### src/rtl/serial_addsub_if.sv
// Operand/result bundle for the bit-serial adder/subtractor.
// master drives operands and start; slave returns status and results.
interface serial_addsub_if #(
   parameter int unsigned WIDTH = 8
);
   logic             start;
   logic             sub;
   logic             cin;
   logic [WIDTH-1:0] a;
   logic [WIDTH-1:0] b;
   logic             busy;
   logic             done;
   logic [WIDTH-1:0] sum;
   logic             cout;
   logic             overflow;
   logic             s_bit;

   modport master (
      output start, sub, cin, a, b,
      input  busy, done, sum, cout, overflow, s_bit
   );

   modport slave (
      input  start, sub, cin, a, b,
      output busy, done, sum, cout, overflow, s_bit
   );
endinterface

### src/rtl/serial_addsub.sv
// Bit-serial adder/subtractor: one full-adder slice and a carry flop process
// WIDTH operand bits LSB-first, then present sum, carry and signed overflow.
module serial_addsub #(
   parameter int unsigned WIDTH = 8
) (
   input logic            clk,
   input logic            reset,
   serial_addsub_if.slave bus
);
   localparam int unsigned CntW = (WIDTH > 1) ? $clog2(WIDTH) : 1;
   localparam logic [CntW-1:0] LastBit = CntW'(WIDTH - 1);

   typedef enum logic [1:0] {StIdle, StRun, StDone} state_e;

   state_e           state_q, state_d;
   logic [WIDTH-1:0] a_q, a_d;
   logic [WIDTH-1:0] b_q, b_d;
   logic [WIDTH-1:0] res_q, res_d;
   logic             carry_q, carry_d;
   logic [CntW-1:0]  cnt_q, cnt_d;
   logic [WIDTH-1:0] sum_q, sum_d;
   logic             cout_q, cout_d;
   logic             ovf_q, ovf_d;

   logic s;
   logic c_out;

   // Full-adder slice on the current LSBs and the running carry.
   always_comb begin
      s     = a_q[0] ^ b_q[0] ^ carry_q;
      c_out = (a_q[0] & b_q[0]) | (a_q[0] & carry_q) | (b_q[0] & carry_q);
   end

   // Next-state and datapath update for the IDLE/RUN/DONE sequencer.
   always_comb begin
      state_d = state_q;
      a_d     = a_q;
      b_d     = b_q;
      res_d   = res_q;
      carry_d = carry_q;
      cnt_d   = cnt_q;
      sum_d   = sum_q;
      cout_d  = cout_q;
      ovf_d   = ovf_q;
      unique case (state_q)
         StIdle, StDone: begin
            if (bus.start) begin
               // Subtract as a + ~b + ~cin so cout reads as not-borrow.
               a_d     = bus.a;
               b_d     = bus.sub ? ~bus.b : bus.b;
               carry_d = bus.sub ? ~bus.cin : bus.cin;
               cnt_d   = '0;
               state_d = StRun;
            end else begin
               state_d = StIdle;
            end
         end
         StRun: begin
            a_d     = {1'b0, a_q[WIDTH-1:1]};
            b_d     = {1'b0, b_q[WIDTH-1:1]};
            carry_d = c_out;
            res_d   = {s, res_q[WIDTH-1:1]};
            cnt_d   = cnt_q + CntW'(1);
            if (cnt_q == LastBit) begin
               // carry_q is the carry into the MSB on this final bit.
               sum_d   = {s, res_q[WIDTH-1:1]};
               cout_d  = c_out;
               ovf_d   = carry_q ^ c_out;
               state_d = StDone;
            end
         end
         default: state_d = StIdle;
      endcase
   end

   // State and datapath registers, cleared asynchronously by reset.
   always_ff @(posedge clk or posedge reset) begin
      if (reset) begin
         state_q <= StIdle;
         a_q     <= '0;
         b_q     <= '0;
         res_q   <= '0;
         carry_q <= 1'b0;
         cnt_q   <= '0;
         sum_q   <= '0;
         cout_q  <= 1'b0;
         ovf_q   <= 1'b0;
      end else begin
         state_q <= state_d;
         a_q     <= a_d;
         b_q     <= b_d;
         res_q   <= res_d;
         carry_q <= carry_d;
         cnt_q   <= cnt_d;
         sum_q   <= sum_d;
         cout_q  <= cout_d;
         ovf_q   <= ovf_d;
      end
   end

   // Status and result outputs; s_bit is forced low outside RUN.
   always_comb begin
      bus.busy     = (state_q == StRun);
      bus.done     = (state_q == StDone);
      bus.sum      = sum_q;
      bus.cout     = cout_q;
      bus.overflow = ovf_q;
      bus.s_bit    = (state_q == StRun) & s;
   end
endmodule

### src/flat_wrapper.sv
// flat-port wrapper written by rule: the top's interface ports become plain ports
module serial_addsub_flat 
#(
   parameter int unsigned WIDTH = 8
)
  (clk, reset, bus_start, bus_sub, bus_cin, bus_a, bus_b, bus_busy, bus_done, bus_sum, bus_cout, bus_overflow, bus_s_bit);
  serial_addsub_if #(.WIDTH(WIDTH)) bus_i ();
  input logic clk;
  input logic reset;
  input wire logic [$bits(bus_i.start)-1:0] bus_start;
  input wire logic [$bits(bus_i.sub)-1:0] bus_sub;
  input wire logic [$bits(bus_i.cin)-1:0] bus_cin;
  input wire logic [$bits(bus_i.a)-1:0] bus_a;
  input wire logic [$bits(bus_i.b)-1:0] bus_b;
  output wire logic [$bits(bus_i.busy)-1:0] bus_busy;
  output wire logic [$bits(bus_i.done)-1:0] bus_done;
  output wire logic [$bits(bus_i.sum)-1:0] bus_sum;
  output wire logic [$bits(bus_i.cout)-1:0] bus_cout;
  output wire logic [$bits(bus_i.overflow)-1:0] bus_overflow;
  output wire logic [$bits(bus_i.s_bit)-1:0] bus_s_bit;
  assign bus_i.start = bus_start;
  assign bus_i.sub = bus_sub;
  assign bus_i.cin = bus_cin;
  assign bus_i.a = bus_a;
  assign bus_i.b = bus_b;
  assign bus_busy = bus_i.busy;
  assign bus_done = bus_i.done;
  assign bus_sum = bus_i.sum;
  assign bus_cout = bus_i.cout;
  assign bus_overflow = bus_i.overflow;
  assign bus_s_bit = bus_i.s_bit;
  serial_addsub #(.WIDTH(WIDTH)) u_core (.clk(clk), .reset(reset), .bus(bus_i));
endmodule
### config.mk
export PLATFORM = sky130hd
export DESIGN_NAME = serial_addsub_flat
export DESIGN_NICKNAME = d
export VERILOG_FILES = /design/src/rtl/serial_addsub_if.sv /design/src/rtl/serial_addsub.sv /design/src/flat_wrapper.sv
export SDC_FILE = /design/constraint.sdc
export NUM_CORES = 1
export LEC_CHECK = 0
export ABC_AREA = 0
export CAP_MARGIN = 10
export CELL_PAD_IN_SITES_DETAIL_PLACEMENT = 1
export CELL_PAD_IN_SITES_GLOBAL_PLACEMENT = 2
export CORE_MARGIN = 2
export CORE_UTILIZATION = 36
export CTS_CLUSTER_DIAMETER = 80
export DETAILED_ROUTE_END_ITERATION = 6
export PLACE_DENSITY = 0.94
export SETUP_SLACK_MARGIN = 0.2
export SYNTH_ARGS = -nofsm -noshare
export SYNTH_HDL_FRONTEND = slang
export SYNTH_SLANG_ARGS = --single-unit
### constraint.sdc
create_clock -name clk -period 2.5 [get_ports clk]
set_input_delay 0.5 -clock clk [delete_from_list [all_inputs] [get_ports clk]]
set_output_delay 0.5 -clock clk [all_outputs]
set_load 0.005 [all_outputs]
# After elaboration in Yosys (flattened, before gate mapping)
# Index checks and enable logic that the tools add are counted.
# word_totals
ff_bits	40
out_inout_bits	13
# classes
add_sub_neg	1
eq_ne	5
n_mux	13
bitwise	11
reduce_logical	5
# ops
op	count
case mux 8 bit (2 select lines)	2
two-way mux 8 bit	3
NOT 8 bit	1
case mux 3 bit (2 select lines)	1
AND 1 bit	4
case mux 2 bit (2 select lines)	1
AND reduction 2 bit	2
adder 3 x 1 -> 3 bit, second input constant	1
equality test 3 bit, second input constant	1
two-way mux 1 bit	3
two-way mux 3 bit	1
XOR 1 bit	3
equality test 2 x 1 -> 1 bit, second input constant	1
equality test 2 bit, second input constant	1
zero test 2 bit	1
two-way mux 2 bit	1
!= test 2 x 1 -> 1 bit, second input constant	1
!= test 2 bit, second input constant	1
OR 1 bit	2
case mux 1 bit (2 select lines)	1
nonzero test 2 bit	1
OR reduction 2 bit	1
NOT 1 bit	1

# Longest topological paths before layout
# Gate-level depths: netlist of the first run.
# depth
ltp_word	4
ltp_mapped	6
ltp_nobuf	5

# Least setup slack after synthesis of the first run
# Ideal clock, no wire load.
# synth_timing
path_kind	reg-to-output
startpoint	register u_core.carry_q
endpoint	output bus_s_bit
arrival_time_ns	1.082
required_ns	2.000
path_slack_ns	0.918
stages_incl_launch_ff	3
n_path_buf	0
cell_sequence	dfrtp_1 fa_1 and2_1
# synth_between
elab_chain_len	2
# synth_lines
element	line	text
start: declaration	serial_addsub.sv:19	logic carry_q, carry_d;
start signal: assignment	serial_addsub.sv:93	carry_q <= carry_d;
XOR 1 bit	serial_addsub.sv:30	s = a_q[0] ^ b_q[0] ^ carry_q;
net u_core.s	serial_addsub.sv:25	logic s;
AND 1 bit	serial_addsub.sv:108	bus.s_bit = (state_q == StRun) & s;
end: declaration	flat_wrapper.sv:20	output wire logic [$bits(bus_i.s_bit)-1:0] bus_s_bit;
# The timed path passes the listed nets, and every way through them passes these cells.

# Final worst setup path of the first run
# layout_timing
startpoint	register u_core.state_q[1]
endpoint	output bus_busy
# layout_between
elab_chain_len	1
# layout_lines
element	line	text
start: declaration	serial_addsub.sv:15	state_e state_q, state_d;
start signal: assignment	serial_addsub.sv:79	state_q <= StIdle;
start signal: assignment	serial_addsub.sv:89	state_q <= state_d;
equality test 2 x 1 -> 1 bit	serial_addsub.sv:103	bus.busy = (state_q == StRun);
end: declaration	flat_wrapper.sv:15	output wire logic [$bits(bus_i.busy)-1:0] bus_busy;
# Every way passes these cells.

==> results.sh, run 1 <==
export IMPL_crit_arrival_ns=1.70
export IMPL_synth_area_um2=1690
export IMPL_synth_seq_area_share=0.578
export IMPL_met3_length_um=151
export IMPL_stdcell_count=221
export IMPL_hp_class="reg -> reg"
export IMPL_cts_buffers=5
export IMPL_power_leakage_nw=0.961
export IMPL_die_area_um2=5250
export IMPL_min_period_ns=2.20
export IMPL_cellPowerDensity_nw_per_um2=1230
export IMPL_grt_pass1_wl_um=5880
export IMPL_coreArea_um2=4440
export IMPL_wirelength_met1_um=1470
export IMPL_clk_latency_ns=0.29
export IMPL_yosysWarnings=0
export IMPL_grt_pass1_vias=1216
export IMPL_portBuffers=33
export IMPL_drt_initial_drc_count=49
export IMPL_p_comb_frac=0.404
export IMPL_required_ns=2.00
export IMPL_cts_tree="done"
export IMPL_crit_chain="nand2b_2, inv_2, clkdlybuf4s50_1"
export IMPL_layout_area_seq_um2=976
export IMPL_postCtsHoldBufs=0
export IMPL_switching_power_mw=0.840
export IMPL_route_met2_wl_um=1690
export IMPL_final_net_count=192
export IMPL_dp_hpwl_um=2420
export IMPL_wl_per_cell_um=15.3
export IMPL_grt_overflow=0
export IMPL_slowest_stage="clkdlybuf4s50_1"
export IMPL_p_int_mw=1.80
export IMPL_cts_buffer_depth=2
export IMPL_ys_types=26
export IMPL_dr_pass1_iters=4
export IMPL_cts_root_buf="clkbuf_8"
export IMPL_synth_cells=133
export IMPL_grt_setup_unrepaired="no"
export IMPL_h_tree_depth=2
export IMPL_seqPwrFrac=0.423
export IMPL_setup_viol=0
export IMPL_cts_sinks=39
export IMPL_max_stage_delay_ns=0.53
export IMPL_fin_total_pwr_mw=2.64
export IMPL_worstSetupPathType="reg -> out"
export IMPL_crit_path_start_kind="flop"
export IMPL_grt_usage=0.149
export IMPL_ys_seq_elements=39
export IMPL_outcome="finished clean"
export IMPL_drcViolationCount=0
export IMPL_fmax_mhz=455
export IMPL_drv_slew=0
export IMPL_topRoutingLayerUsed="met4"
export IMPL_syn_nets=157
export IMPL_final_cell_area_um2=2150
export IMPL_end_kind="output port"
export IMPL_antenna_found_initial=0
export IMPL_placedInstanceArea_um2=2040
export IMPL_syn2layout_area_growth_pct=27.6
export IMPL_period_share=0.878
export IMPL_initial_utilization=0.380
export IMPL_die_width_um=72.5
export IMPL_relSlewSlack=0.564
export IMPL_synth_area_per_cell_um2=12.7
export IMPL_setup_tns_ns=0
export IMPL_std_cell_rows=24
export IMPL_io_pins=34
export IMPL_worstPathMaxFanout=13
export IMPL_sw_frac_of_total=0.318
export IMPL_multi_input_area_um2=642
export IMPL_worst_pin_slew_ns=0.654
export IMPL_ant_nets=0
export IMPL_crit_buf_inv=2
export IMPL_maxCapViolCount=0
export IMPL_nFillCells=470
export IMPL_clock_power_share=0.173
export IMPL_drive_above_1_share=0.178
export IMPL_gp_congestion=0.751
export IMPL_wl_um=3380
export IMPL_n_antenna_cell=0
export IMPL_crit_family="buffers and inverters"
export IMPL_final_common_cell="dfrtp_1"
export IMPL_vdd_ir_drop_max_mv=0.408
export IMPL_grt_start_max_net_pins=40
export IMPL_clk_pin_slew_ns=0.07
export IMPL_die_h_um=72.5
export IMPL_dpl_cell_count=212
export IMPL_num_vias=1160
export IMPL_fin_skew_ns=0.00489
export IMPL_routed_via_density=5.25
export IMPL_hold_viol=0
export IMPL_final_cell_mix="dfrtp_1, clkdlybuf4s50_1, mux2_2"
synthesized netlist by cell type, drive strengths merged:
master  count  area [µm²]
dfrtp      39         976
mux2       15         169
nor2        9        36.3
xnor2       9        78.8
a221o       8        80.1
buf         8        57.6
nand2       8        30.0
nand3       8        40.0
a22oi       7        52.6
a22o        4        35.0
inv         3        11.3
o21ai       3        15.0
ha          2        25.0
nand2b      2        15.0
nor2b       2        12.5
a21o        1        7.51
and2        1        6.26
clkbuf      1        3.75
fa          1        20.0
nand3b      1        7.51
xor2        1        8.76
sequential cells by signal, summed over array words and instances (netlist names), 2 cells and up:
signal	cells
u_core.res_q	7
u_core.b_q	8
u_core.bus.sum	8
u_core.state_q	2
u_core.a_q	8
u_core.cnt_q	3
metrics by stage:
step,setup slack [ns],hold slack [ns],utilization
finish,0.304,0.505,0.485
global route,0.214,0.531,0.485
CTS,0.278,0.508,0.485
detailed placement,0.380,0.493,0.460
global placement,0.395,0.476,0.460
floorplan,0.918,0.462,-
power groups by stage:
stage          clock, mW  sequential (mW)  combinational, mW
2_1_floorplan          0             1.08              0.706
3_3_place_gp           0             1.11               1.02
3_5_place_dp           0             1.13               1.07
4_1_cts            0.478             1.12               1.09
5_1_grt            0.510             1.16               1.20
6_report           0.457             1.12               1.07
tightest hold or removal path, stage by stage, from the launching register on:
cell and delay [ns]:
dfrtp_1 0.35, nand2_1 0.05, o21ai_0 0.07
repair_timing:
| item | CTS | global route |
|---|---|---|
| gates resized for setup | 2 | 0 |
| setup endpoints to repair | 1 | 0 |
| buffers inserted | 1 | 0 |
per-layer routing:
metal	global-route usage	vias up
met2	0.243	34
li1	-	541
met4	0.0741	0
met1	0.185	577
met5	0	-
met3	0.0347	8
path summary, 6_finish.rpt:
path,cells past startpoint,startpoint,slack (ns),to
max,3,u_core.state_q[1],0.30,bus_busy
min,2,u_core.bus.overflow,0.50,u_core.bus.overflow
max reg2reg,5,u_core.state_q[0],0.68,u_core.carry_q
min reg2reg,2,u_core.bus.overflow,0.50,u_core.bus.overflow
max in group asynchronous,3,reset,1.52,u_core.res_q[1]
min in group asynchronous,3,reset,0.64,u_core.bus.sum[0]
logic make-up (layout without fill, tap and decap cells):
kind of cell / after synthesis / in the layout / share of synthesized area
DFF: 39 / 39 / 0.578
and+or+nand+nor: 31 / 31 / 0.0875
AOI/OAI and AO/OA: 23 / 23 / 0.113
muxes: 15 / 15 / 0.100
buffers and inverters: 12 / 48 / 0.0430
xor gates and xnor gates: 10 / 10 / 0.0519
adders and majority gates: 3 / 3 / 0.0267
layout make-up:
class,count,area share
Timing Repair Buffer,37,0.167
Tap cell,52,0.0302
Clock buffer,8,0.0465
Sequential cell,39,0.453
Multi-Input combinational cell,82,0.298
Inverter,3,0.00523
No activity file was read; power rests on OpenSTA's default activity.
==> run 2: changes to the inputs <==
--- a/config.mk
+++ b/config.mk
@@ -15,6 +15,7 @@
 export DETAILED_ROUTE_END_ITERATION = 6
 export PLACE_DENSITY = 0.94
 export SETUP_SLACK_MARGIN = 0.2
+export SLEW_MARGIN = 20
 export SYNTH_ARGS = -nofsm -noshare
 export SYNTH_HDL_FRONTEND = slang
 export SYNTH_SLANG_ARGS = --single-unit
==> results of run 2 <==
No change in the layout: final DEF, timing and power equal those of run 1.
